File: src/rtl/mem_port_arbiter.sv
// Shares one in-order memory port between the iBus and dBus: round-robin command
// arbitration with a lock while the port stalls, plus a FIFO that routes read responses.
module mem_port_arbiter #(
  parameter int ADDR_W = 64,
  parameter int DATA_W = 64,
  parameter int ID_W   = 16,
  parameter int DEPTH  = 4
) (
  input  logic                       clock,
  input  logic                       reset,
  input  logic                       ibus_cmd_valid,
  output logic                       ibus_cmd_ready,
  input  logic [ADDR_W-1:0]          ibus_cmd_address,
  input  logic [ID_W-1:0]            ibus_cmd_id,
  output logic                       ibus_rsp_valid,
  output logic [DATA_W-1:0]          ibus_rsp_data,
  output logic [ADDR_W-1:0]          ibus_rsp_address,
  output logic [ID_W-1:0]            ibus_rsp_id,
  input  logic                       dbus_cmd_valid,
  output logic                       dbus_cmd_ready,
  input  logic [ADDR_W-1:0]          dbus_cmd_address,
  input  logic [DATA_W-1:0]          dbus_cmd_data,
  input  logic [DATA_W/8-1:0]        dbus_cmd_mask,
  input  logic                       dbus_cmd_write,
  input  logic [ID_W-1:0]            dbus_cmd_id,
  output logic                       dbus_rsp_valid,
  output logic [DATA_W-1:0]          dbus_rsp_data,
  output logic [ID_W-1:0]            dbus_rsp_id,
  output logic                       mem_cmd_valid,
  input  logic                       mem_cmd_ready,
  output logic [ADDR_W-1:0]          mem_cmd_address,
  output logic [DATA_W-1:0]          mem_cmd_data,
  output logic [DATA_W/8-1:0]        mem_cmd_mask,
  output logic                       mem_cmd_write,
  input  logic                       mem_rsp_valid,
  input  logic [DATA_W-1:0]          mem_rsp_data,
  output logic [$clog2(DEPTH):0]     outstanding,
  output logic                       err_unexpected_rsp
);
  localparam int PW = $clog2(DEPTH);
  localparam int CW = PW + 1;

  typedef enum logic [1:0] {IDLE, LOCK_I, LOCK_D} state_t;

  // src: 0 = iBus, 1 = dBus
  typedef struct packed {
    logic              src;
    logic [ID_W-1:0]   id;
    logic [ADDR_W-1:0] addr;
  } trk_t;

  state_t          state;
  logic            rr_d;
  logic [CW-1:0]   count;
  logic [PW-1:0]   wptr, rptr;
  trk_t            fifo_q [DEPTH];
  trk_t            head;

  logic rd_ok, i_elig, d_elig, sel_i, sel_d, acc_i, acc_d, push, pop;

  // Slot availability uses the registered count only; a same-cycle pop frees nothing.
  assign rd_ok  = count < CW'(DEPTH);
  assign i_elig = ibus_cmd_valid & rd_ok;
  assign d_elig = dbus_cmd_valid & (dbus_cmd_write | rd_ok);

  always_comb begin
    sel_i = 1'b0;
    sel_d = 1'b0;
    if (!reset) begin
      unique case (state)
        IDLE: begin
          sel_d = d_elig & (rr_d | ~i_elig);
          sel_i = i_elig & ~sel_d;
        end
        LOCK_I:  sel_i = ibus_cmd_valid;
        LOCK_D:  sel_d = dbus_cmd_valid;
        default: ;
      endcase
    end
  end

  always_comb begin
    mem_cmd_address = ibus_cmd_address;
    mem_cmd_data    = '0;
    mem_cmd_mask    = '1;
    mem_cmd_write   = 1'b0;
    if (sel_d) begin
      mem_cmd_address = dbus_cmd_address;
      mem_cmd_data    = dbus_cmd_data;
      mem_cmd_mask    = dbus_cmd_mask;
      mem_cmd_write   = dbus_cmd_write;
    end
  end

  assign mem_cmd_valid  = sel_i | sel_d;
  assign acc_i          = sel_i & mem_cmd_ready;
  assign acc_d          = sel_d & mem_cmd_ready;
  assign ibus_cmd_ready = acc_i;
  assign dbus_cmd_ready = acc_d;
  assign push           = acc_i | (acc_d & ~dbus_cmd_write);

  assign head             = fifo_q[rptr];
  assign pop              = ~reset & mem_rsp_valid & (count != '0);
  assign ibus_rsp_valid   = pop & ~head.src;
  assign dbus_rsp_valid   = pop & head.src;
  assign ibus_rsp_data    = mem_rsp_data;
  assign dbus_rsp_data    = mem_rsp_data;
  assign ibus_rsp_id      = head.id;
  assign dbus_rsp_id      = head.id;
  assign ibus_rsp_address = head.addr;
  assign outstanding      = count;

  always_ff @(posedge clock) begin
    if (reset) begin
      state              <= IDLE;
      rr_d               <= 1'b1;
      count              <= '0;
      wptr               <= '0;
      rptr               <= '0;
      err_unexpected_rsp <= 1'b0;
    end else begin
      unique case (state)
        IDLE: begin
          if (sel_i && !mem_cmd_ready)      state <= LOCK_I;
          else if (sel_d && !mem_cmd_ready) state <= LOCK_D;
        end
        LOCK_I:  if (!ibus_cmd_valid || mem_cmd_ready) state <= IDLE;
        LOCK_D:  if (!dbus_cmd_valid || mem_cmd_ready) state <= IDLE;
        default: state <= IDLE;
      endcase
      if (acc_i || acc_d) rr_d <= acc_i;
      if (push) wptr <= wptr + 1'b1;
      if (pop)  rptr <= rptr + 1'b1;
      count <= count + {{PW{1'b0}}, push} - {{PW{1'b0}}, pop};
      if (mem_rsp_valid && count == '0) err_unexpected_rsp <= 1'b1;
    end
  end

  // Tracking payload needs no reset; the pointers define what is live.
  always_ff @(posedge clock) begin
    if (push) fifo_q[wptr] <= '{src: acc_d, id: (acc_d ? dbus_cmd_id : ibus_cmd_id),
                                addr: (acc_d ? dbus_cmd_address : ibus_cmd_address)};
  end
endmodule

File: config.mk
export PLATFORM = sky130hd
export DESIGN_NAME = mem_port_arbiter
export DESIGN_NICKNAME = d
export VERILOG_FILES = /design/src/rtl/mem_port_arbiter.sv
export SDC_FILE = /design/constraint.sdc
export NUM_CORES = 1
export LEC_CHECK = 0
export BUFFER_PORTS_ARGS = -buffer_cell sky130_fd_sc_hd__buf_2
export CAP_MARGIN = 5
export CORE_AREA = 2 2 258 260
export DETAILED_ROUTE_END_ITERATION = 6
export DIE_AREA = 0 0 260 262
export PLACE_DENSITY = 0.46
export RECOVER_POWER = 50
export SLEW_MARGIN = 20
export SYNTH_ARGS = -nofsm -noshare
export SYNTH_HDL_FRONTEND = slang
export SYNTH_SLANG_ARGS = --single-unit
export TNS_END_PERCENT = 50
File: constraint.sdc
create_clock -name clock -period 3.4 [get_ports clock]
set_input_delay 0.17 -clock clock [delete_from_list [all_inputs] [get_ports clock]]
set_output_delay 0.17 -clock clock [all_outputs]
set_load 0.05 [all_outputs]
==> results of run 1 <==
layout by cell type (no fill, tap or decap), drive strengths merged, types with 2 or more instances in the layout:
| cell | n |
|---|---|
| xor2 | 3 |
| clkinv | 17 |
| a21oi | 3 |
| mux4 | 81 |
| nor2 | 11 |
| nand2 | 4 |
| nand2b | 10 |
| edfxtp | 324 |
| nor2b | 4 |
| inv | 7 |
| o21bai | 2 |
| o21ai | 2 |
| dlygate4sd3 | 140 |
| buf | 423 |
| mux2 | 145 |
| clkbuf | 121 |
| bufinv | 2 |
| ha | 6 |
| clkinvlp | 2 |
| and2 | 70 |
| dfxtp | 13 |
| nor3 | 3 |
path summary, 6_finish.rpt:
| check | from | endpoint | slack, ns | depth (start not counted) |
|---|---|---|---|---|
| setup / recovery | outstanding[2]$_SDFF_PP0_ | mem_cmd_address[35] | 0.39 | 7 |
| hold / removal | dbus_cmd_address[32] | fifo_q[1][32]$_DFFE_PP_ | 0.06 | 2 |
| setup reg to reg | outstanding[2]$_SDFF_PP0_ | fifo_q[0][13]$_DFFE_PP_ | 0.40 | 5 |
| hold reg to reg | wptr[1]$_SDFFE_PP0P_ | wptr[1]$_SDFFE_PP0P_ | 0.51 | 2 |
routing by layer:
metal,up-vias,part of all wire (%),track usage [%]
met1,4597,36,11.9
met2,416,54,21.5
li1,4248,-,-
met4,0,2.4,3.82
met5,-,0,0
met3,64,8.2,3.90
sequential cells by signal, indices dropped and copies added, names as in the netlist, named ones only:
register	count
wptr	2
fifo_q	324
state	2
rr_d	1
rptr	2
outstanding	3
err_unexpected_rsp	1
metrics by stage:
stage | total power [mW] | setup WS [ns]
finish | 13.0 | 0.394
global route | 13.6 | 0.118
CTS | 13.4 | 0.307
detailed placement | 9.34 | 0.675
global placement | 9.32 | 0.684
floorplan | 8.71 | -0.152
layout make-up:
class	count	area share (%)
sequential	337	48.4
multi-input combinational	356	21.8
timing repair buffer	639	18.8
tap	864	5.24
clock buffer	45	4.74
clock inverter	21	0.825
inverter	7	0.127
logic make-up (layout without fill, tap and decap cells):
family,Yosys count,count (layout),synth area share [%]
fa+ha+maj,7,7,0.601
xor+xnor,4,4,0.222
flops,337,337,63.1
simple gates,108,108,4.11
compound gates,10,10,0.482
mux,227,227,23.0
buf+inv,193,712,8.42
what timing repair did:
| item | CTS | global route |
|---|---|---|
| hold endpoints to repair | 272 | 0 |
| hold buffers | 140 | 0 |
| gates resized for setup | 0 | 0 |
report_power, final:
group / leakage (nW) / switching (mW) / internal (mW)
registers: 3.03 / 0.0645 / 4.73
logic: 3.99 / 3.03 / 1.36
clock network: 0.552 / 1.59 / 2.20
total: 7.58 / 4.68 / 8.29
critical path, delay by kind of cell (launching register included):
family,cells,cell delay (ns)
AOI/OAI and AO/OA,1,0.08
buffers and inverters,3,0.93
DFF,1,0.49
muxes,1,0.33
and+or+nand+nor,2,0.40
==> flow_metrics.env, run 1 <==
export IMPL_setup_violations=0
export IMPL_grt_pass1_vias=9804
export IMPL_dieArea_um2=68100
export IMPL_utilization_pct=31.6
export IMPL_tightest_slew_ns=1.52
export IMPL_rows=94
export IMPL_hold_class="in -> reg"
export IMPL_fin_crit_sh_pct=88.4
export IMPL_worst_setup_path_start_kind="register"
export IMPL_multi_input_area_um2=4500
export IMPL_wl_per_cell_um=18.2
export IMPL_fin_nets=1688
export IMPL_ys_flop_type="edfxtp_1"
export IMPL_register_area_um2=10000
export IMPL_grt_antenna_before_repair=2
export IMPL_clock_skew_ns=0.0200
export IMPL_grt_pass1_wl_um=58500
export IMPL_die_y_um=262
export IMPL_placement_io_buffers=480
export IMPL_path_clk_slew_ns=0.06
export IMPL_core_um2=65300
export IMPL_viasPerCell=4.11
export IMPL_critPathArrivalTime_ns=2.84
export IMPL_synth_most_common_cell="edfxtp_1"
export IMPL_async_reset_ff_share_pct=0
export IMPL_placed_cell_area_um2=18300
export IMPL_ir_worst_vdd_mv=0.266
export IMPL_drtIter0Drc=349
export IMPL_gp_congestion=0.728
export IMPL_maxCapViolations=1
export IMPL_syn_inst=886
export IMPL_post_dp_hpwl_um=27700
export IMPL_grt_start_max_net_pins=86
export IMPL_post_cts_buffers=0
export IMPL_synth_fp_nets=1196
export IMPL_design_area_um2=20600
export IMPL_cts_tree="yes"
export IMPL_initial_core_util_pct=24.2
export IMPL_layout_drive_gt1_share_pct=49.5
export IMPL_synthTopCellsByCount="324 x edfxtp_1, 144 x buf_4, 99 x mux2_2"
export IMPL_drv_slew=45
export IMPL_gr_usage_all_layers_pct=11.5
export IMPL_critPathCaptureType="primary output"
export IMPL_yosysUniqueCellTypes=37
export IMPL_ant_nets=0
export IMPL_critPathKind="reg -> out"
export IMPL_clk_path_buf_depth=3
export IMPL_hold_viol_final=0
export IMPL_dr_total_vias=9325
export IMPL_numClockSinks=337
export IMPL_clock_latency_ns=0.54
export IMPL_tns_ns=0
export IMPL_ys_seq_elements=337
export IMPL_dp_cells=2063
export IMPL_path_cells="or3b_1, a21oi_4, nor3_4, buf_12, buf_4, mux2_4, buf_2"
export IMPL_die_x_um=260
export IMPL_synth_top_cell_area_share_pct=61.5
export IMPL_hold_slack_ns=0.0619
export IMPL_ys_seq_area_share_pct=63.1
export IMPL_fillers=6541
export IMPL_grt_ovfl_total=0
export IMPL_finalNonFillerCells=2269
export IMPL_violations="capacitance limit, slew limit"
export IMPL_synth_area_um2=15800
export IMPL_synth_area_per_cell_um2=17.9
export IMPL_critPathMaxStageDelay_ns=0.49
export IMPL_area_delta_synth_final_pct=30.4
export IMPL_grt_setup_unrepaired="no"
export IMPL_ios=673
export IMPL_firstDrtPassIters=6
export IMPL_crit_path_top_delay_cell="dfxtp_1"
export IMPL_period_needed_ns=3.01
export IMPL_max_freq_mhz=333
export IMPL_path_max_fanout=76
export IMPL_ys_warnings_count=0
export IMPL_critPathRequiredTime_ns=3.23
export IMPL_synth_edf_count=324
export IMPL_h_tree_depth=2
export IMPL_status="finished with violations"
export IMPL_cts_root_buf="clkbuf_16"
export IMPL_yosysTopAreaCell="edfxtp_1"
export IMPL_antenna_cells=0
export IMPL_cts_buffers=37
export IMPL_drc=0
export IMPL_cellPowerDensity_nw_per_um2=629
export IMPL_maxSlewHeadroom_pct=-1.59
export IMPL_synthTopCellsByArea="edfxtp_1 62%, mux4_2 12%, mux2_2 7.0%"
export IMPL_wl_um=41400
export IMPL_cellLeakagePower_nw=7.58
Note: power is estimated with default switching activity, not from simulation.
==> run 2, diff against run 1 <==
Settings changed: ABC_AREA set to 1, CORE_AREA 2 2 258 260 to 2 2 262 264, DIE_AREA 0 0 260 262 to 0 0 264 266, PLACE_DENSITY 0.46 to 0.45.
==> run 2 against run 1 <==
Against the previous run: the run now ends clean; area after synthesis rose by 2.6%; combinational power rose by 22%; sequential power rose by 0.8%; clock skew rose by 0.0060 ns; non-clock buffer count fell by 27.
==> flow_metrics.env, run 2 <==
export IMPL_gp_congestion=0.860
export IMPL_drc=0
export IMPL_hold_viol_final=0
export IMPL_status="completed"
export IMPL_maxCapViolations=0
export IMPL_met3_usage_pct=2.79
export IMPL_critPathRequiredTime_ns=3.23
export IMPL_ys_seq_area_share_pct=61.5
export IMPL_viasPerCell=4.31
export IMPL_period_needed_ns=3.15
export IMPL_cts_buffers=41
export IMPL_firstDrtPassIters=5
export IMPL_comb_power_share_pct=37.3
export IMPL_synth_area_per_cell_um2=10.3
export IMPL_yosysUniqueCellTypes=29
export IMPL_ir_worst_vdd_mv=0.482
export IMPL_numClockSinks=337
export IMPL_synth_fp_nets=1880
export IMPL_most_common_layout_cells="410 x buf_2, 324 x edfxtp_1, 274 x o21ai_0"
export IMPL_tightest_slew_ns=1.40
export IMPL_power_switching_mw=6.08
export IMPL_critPathArrivalTime_ns=2.98
export IMPL_critPathKind="reg -> out"
export IMPL_layout_commonest_cell="buf_2"
export IMPL_fin_crit_sh_pct=92.6
export IMPL_die_y_um=266
export IMPL_h_tree_depth=2
export IMPL_area_delta_synth_final_pct=27.2
export IMPL_pwr_share_clk_pct=29.1
export IMPL_ant_nets=0
export IMPL_synth_edf_count=324
export IMPL_layout_drive_gt1_share_pct=26.6
export IMPL_top_register="fifo_q"
export IMPL_core_um2=67700
export IMPL_path_clk_slew_ns=0.06
export IMPL_synthTopCellsByCount="324 x edfxtp_1, 240 x nor2_1, 226 x o21ai_0"
export IMPL_yosysTopAreaCell="edfxtp_1"
export IMPL_fin_nets=2299
export IMPL_gr_usage_all_layers_pct=14.0
export IMPL_setup_violations=0
export IMPL_path_max_fanout=80
export IMPL_swShare_pct=42.4
export IMPL_worst_setup_path_start_kind="register"
export IMPL_ys_warnings_count=0
export IMPL_max_freq_mhz=318
export IMPL_ios=673
export IMPL_hold_class="in -> reg"
export IMPL_maxSlewHeadroom_pct=6.53
export IMPL_die_x_um=264
export IMPL_tns_ns=0
export IMPL_hold_slack_ns=0.0236
export IMPL_seqPwrFrac_pct=33.6
export IMPL_placement_io_buffers=480
export IMPL_rows=96
export IMPL_async_reset_ff_share_pct=0
export IMPL_synthTopCellsByArea="edfxtp_1 60%, o21ai_0 7.0%, buf_4 6.8%"
export IMPL_drtIter0Drc=642
export IMPL_ys_seq_elements=337
export IMPL_grt_busiest_layer="met2"
export IMPL_clock_latency_ns=0.58
export IMPL_initial_core_util_pct=24.0
export IMPL_post_dp_hpwl_um=33900
export IMPL_power_internal_mw=8.27
export IMPL_cts_root_buf="clkbuf_16"
export IMPL_cellPowerDensity_nw_per_um2=695
export IMPL_grt_setup_unrepaired="no"
export IMPL_drv_slew=0
export IMPL_dieArea_um2=70200
export IMPL_power_total_mw=14.4
export IMPL_cts_tree="yes"
export IMPL_utilization_pct=30.5
export IMPL_clk_path_buf_depth=3
export IMPL_grt_antenna_before_repair=4
export IMPL_critPathCaptureType="primary output"
export IMPL_wl_per_cell_um=17.7
export IMPL_largest_reg_flops=324
export IMPL_grt_pass1_wl_um=74000
export IMPL_synth_top_cell_area_share_pct=59.9
export IMPL_grt_util_met1_pct=15.4
export IMPL_grt_pass1_vias=12369
export IMPL_synth_area_um2=16200
export IMPL_grt_start_max_net_pins=131
export IMPL_dr_total_vias=12520
export IMPL_wl_um=51300
export IMPL_grt_ovfl_total=0
export IMPL_post_cts_resize_count=0
export IMPL_ys_flop_type="edfxtp_1"
export IMPL_synth_most_common_cell="edfxtp_1"
export IMPL_grtUsageMet2_pct=25.4
export IMPL_clock_skew_ns=0.0259
export IMPL_syn_inst=1570
export IMPL_cellLeakagePower_nw=8.64
-- run 2: changes by cell type in the layout (fill, tap and decap cells not counted), moves of 80 or more --
cell,change
mux4_2,-81
o21ai_0,+272
inv_1,+143
nand2_1,+193
o22ai_1,+80
nor2_1,+226
mux2_2,-80
-- run 2: worst max-delay path, cell delays in order (launching register included) --
cell and delay (ns):
dfxtp_4 0.34, clkbuf_4 0.89, o21ai_0 0.24, o22ai_1 0.52, clkbuf_2 0.38
-- run 2: per-stage QoR --
step	setup WS, ns	cell area [um2]	cells
detailed placement	0.629	18600	2719
finish	0.252	20600	2905
floorplan	-0.562	16200	1570
CTS	0.438	21000	2903
global placement	0.626	18600	2719
global route	0.142	20600	2905
-- run 2: kinds of logic (layout without fill, tap and decap cells) --
kind of cell	Yosys count	after routing	share of synthesized area [%]
XOR/XNOR	1	1	0.0540
adder cells (fa/ha/maj)	7	7	0.586
AO/OA/AOI/OAI	377	377	13.6
other	0	2	0
buffers and inverters	389	840	13.3
flip-flops	337	337	61.5
AND/OR/NAND/NOR	459	459	10.9
-- run 2: per-layer routing --
layer  vias up  wire, um
li1       6017         -
met5         -         0
met3       147      2930
met4         0      2590
met1      5895     19500
met2       461     26200
-- run 2: area by class of cell --
class,count,area (um2)
Antenna cell,2,5.00
Clock buffer,57,1110
Clock inverter,18,190
Fill cell,7102,47100
Inverter,153,588
Multi-Input combinational cell,844,3980
Sequential cell,337,10000
Tap cell,882,1100
Timing Repair Buffer,612,3680
-- run 2: power groups by stage --
stage	combinational, mW	sequential, mW	clock (mW)
finish	5.36	4.83	4.17
floorplan	4.32	4.95	0
detailed placement	5.43	4.91	0
CTS	5.56	4.83	4.32
global placement	5.41	4.91	0
global route	5.73	4.84	4.49
-- run 2: final timing paths --
kind / end / slack [ns] / start / cells past startpoint
max: dbus_rsp_id[5] / 0.25 / register / 4
min: fifo_q[2][75]$_DFFE_PP_ / 0.02 / dbus_cmd_id[11] / 3
max reg2reg: fifo_q[1][78]$_DFFE_PP_ / 0.49 / outstanding[2]$_SDFF_PP0_ / 9
min reg2reg: rr_d$_SDFFE_PP1P_ / 0.48 / rr_d$_SDFFE_PP1P_ / 2
-- run 2: timing repair --
action | in CTS | in global routing
hold buffers | 109 | 0
endpoints found under the hold margin | 305 | 0
setup buffers | 0 | 0
==> run 3, diff against run 2 <==
Settings changed: CELL_PAD_IN_SITES_DETAIL_PLACEMENT set to 0, CELL_PAD_IN_SITES_GLOBAL_PLACEMENT set to 1, CORE_AREA 2 2 262 264 to 2 2 261 263, DIE_AREA 0 0 264 266 to 0 0 263 265, PLACE_DENSITY 0.45 to 0.58.
==> run 3 against run 2 <==
Against the previous run: power increased by 0.60%; clock skew increased by 0.0018 ns; clock power increased by 3%; highest routed layer unchanged; wire length decreased by 5.4%; cell area decreased by 0.31%; sequential power about the same.
==> flow_metrics.env, run 3 (synthesis gave the netlist of run 2 again) <==
export IMPL_initial_core_util_pct=24.3
export IMPL_register_area_um2=10000
export IMPL_most_common_layout_cells="465 x buf_2, 324 x edfxtp_1, 275 x o21ai_0"
export IMPL_viasPerCell=4.27
export IMPL_area_delta_synth_final_pct=26.8
export IMPL_grt_pass1_vias=12280
export IMPL_utilization_pct=30.8
export IMPL_status="completed"
export IMPL_power_switching_mw=5.93
export IMPL_dieArea_um2=69700
export IMPL_path_max_fanout=57
export IMPL_critPathLaunch="outstanding[2]$_SDFF_PP0_"
export IMPL_wl_per_cell_um=16.8
export IMPL_drv_slew=0
export IMPL_clock_latency_ns=0.56
export IMPL_rows=95
export IMPL_r2r_start="outstanding[2]$_SDFF_PP0_"
export IMPL_period_needed_ns=2.87
export IMPL_multi_input_area_um2=3960
export IMPL_layout_commonest_cell="buf_2"
export IMPL_hold_viol_final=0
export IMPL_placement_io_buffers=480
export IMPL_top_register="fifo_q"
export IMPL_max_freq_mhz=348
export IMPL_worst_setup_path_start_kind="register"
export IMPL_tightest_slew_ns=1.07
export IMPL_maxSlewHeadroom_pct=28.4
export IMPL_ant_nets=0
export IMPL_core_um2=66800
export IMPL_rrSetupSlack_ns=0.57
export IMPL_die_y_um=265
export IMPL_maxCapViolations=0
export IMPL_critPathCaptureType="primary output"
export IMPL_setup_violations=0
export IMPL_tns_ns=0
export IMPL_path_clk_slew_ns=0.06
export IMPL_grt_pass1_wl_um=71500
export IMPL_layout_drive_gt1_share_pct=29.2
export IMPL_cts_root_buf="clkbuf_16"
export IMPL_fin_crit_sh_pct=84.4
export IMPL_cellLeakagePower_nw=8.73
export IMPL_crit_path_top_delay_cell="dfxtp_1"
export IMPL_power_internal_mw=8.51
export IMPL_cts_tree="yes"
export IMPL_ir_worst_vdd_mv=0.317
export IMPL_grt_start_max_net_pins=182
export IMPL_grt_antenna_before_repair=4
export IMPL_die_x_um=263
export IMPL_fillers=6984
export IMPL_critPathRequiredTime_ns=3.23
export IMPL_drtIter0Drc=499
export IMPL_firstDrtPassIters=4
export IMPL_dr_total_vias=12303
export IMPL_seqPwrFrac_pct=33.6
export IMPL_hold_slack_ns=0.0398
export IMPL_post_dp_hpwl_um=33300
export IMPL_cts_buffers=39
export IMPL_wl_um=48500
export IMPL_grt_ovfl_total=0
export IMPL_fin_nets=2285
export IMPL_gp_congestion=0.797
export IMPL_post_cts_resize_count=0
export IMPL_critPathKind="reg -> out"
export IMPL_largest_reg_flops=324
export IMPL_path_cells="inv_1, nand3b_2, nand3_1, nand2_1, nand2_8, inv_1, nand2_8, inv_8, buf_2"
export IMPL_gr_usage_all_layers_pct=13.3
export IMPL_drc=0
export IMPL_pwr_share_clk_pct=29.8
export IMPL_numClockSinks=337
export IMPL_clock_skew_ns=0.0277
export IMPL_cellPowerDensity_nw_per_um2=702
export IMPL_r2r_cells=15
export IMPL_comb_power_share_pct=36.6
export IMPL_ios=673
export IMPL_swShare_pct=41.1
export IMPL_cts_hold_buf=91
export IMPL_post_cts_buffers=0
export IMPL_critPathArrivalTime_ns=2.70
export IMPL_clk_path_buf_depth=3
export IMPL_critPathMaxStageDelay_ns=0.43
export IMPL_rr_endpoint="outstanding[2]$_SDFF_PP0_"
export IMPL_grt_setup_unrepaired="no"
export IMPL_hold_class="in -> reg"
export IMPL_worstSetupEndpoint="dbus_cmd_ready"
export IMPL_h_tree_depth=2
-- run 3: cell count changes in the layout (fill, tap and decap cells not counted), sizes merged --
cell	change
clkbuf	-70
buf	+62
dlygate4sd3	-18
bufinv	+5
clkinv	+4
diode	-1
inv	+1
-- run 3: critical path, delay by kind of cell, from the launching register on --
| kind | cells | cell delay, ns |
|---|---|---|
| buffers and inverters | 4 | 0.86 |
| and+or+nand+nor | 5 | 0.78 |
| DFF | 1 | 0.43 |
-- run 3: layout make-up --
class,count,share of cell area (%)
Sequential cell,337,48.6
Antenna cell,1,0.0122
Timing Repair Buffer,600,17.6
Multi-Input combinational cell,844,19.3
Tap cell,873,5.31
Clock buffer,43,4.81
Inverter,153,2.84
Clock inverter,28,1.64
-- run 3: power by group through the flow --
stage                     registers [mW]  logic [mW]  clock network [mW]
after detailed placement            4.95        5.35                   0
after global placement              4.94        5.32                   0
after global routing                4.87        5.66                4.59
after floorplan                     4.95        4.32                   0
after CTS                           4.86        5.46                4.43
final                               4.86        5.29                4.30
-- run 3: how the worst min path moves through the flow --
stage                              start                   endpoint  slack (ns)  depth (start not counted)
CTS                 dbus_cmd_address[15]    fifo_q[1][15]$_DFFE_PP_      0.0001                          3
global route             dbus_cmd_id[14]    fifo_q[3][78]$_DFFE_PP_       0.008                          3
detailed placement       mem_rsp_data[0]           dbus_rsp_data[0]        0.34                          0
finish                   ibus_cmd_id[14]    fifo_q[2][78]$_DFFE_PP_        0.04                          3
floorplan                          reset  outstanding[0]$_SDFF_PP0_        0.24                          1
global placement         mem_rsp_data[0]           dbus_rsp_data[0]        0.34                          0
-- run 3: metal layers --
| metal | global-route usage (%) | vias to the layer above | share of wire [%] |
|---|---|---|---|
| met2 | 24.7 | 423 | 51 |
| met3 | 2.98 | 119 | 6.0 |
| met4 | 5.19 | 0 | 3.3 |
| met1 | 14.8 | 5779 | 39 |
| met5 | 0 | - | 0 |
| li1 | - | 5982 | - |
-- run 3: through the flow --
step                total power, mW  cells  setup slack (ns)  area [um2]
finish                         14.4   2879             0.530       20600
global route                   15.1   2878             0.250       20600
CTS                            14.7   2878             0.504       20800
detailed placement             10.3   2716             0.556       18600
global placement               10.3   2716             0.590       18600
floorplan                      9.27   1570            -0.562       16200
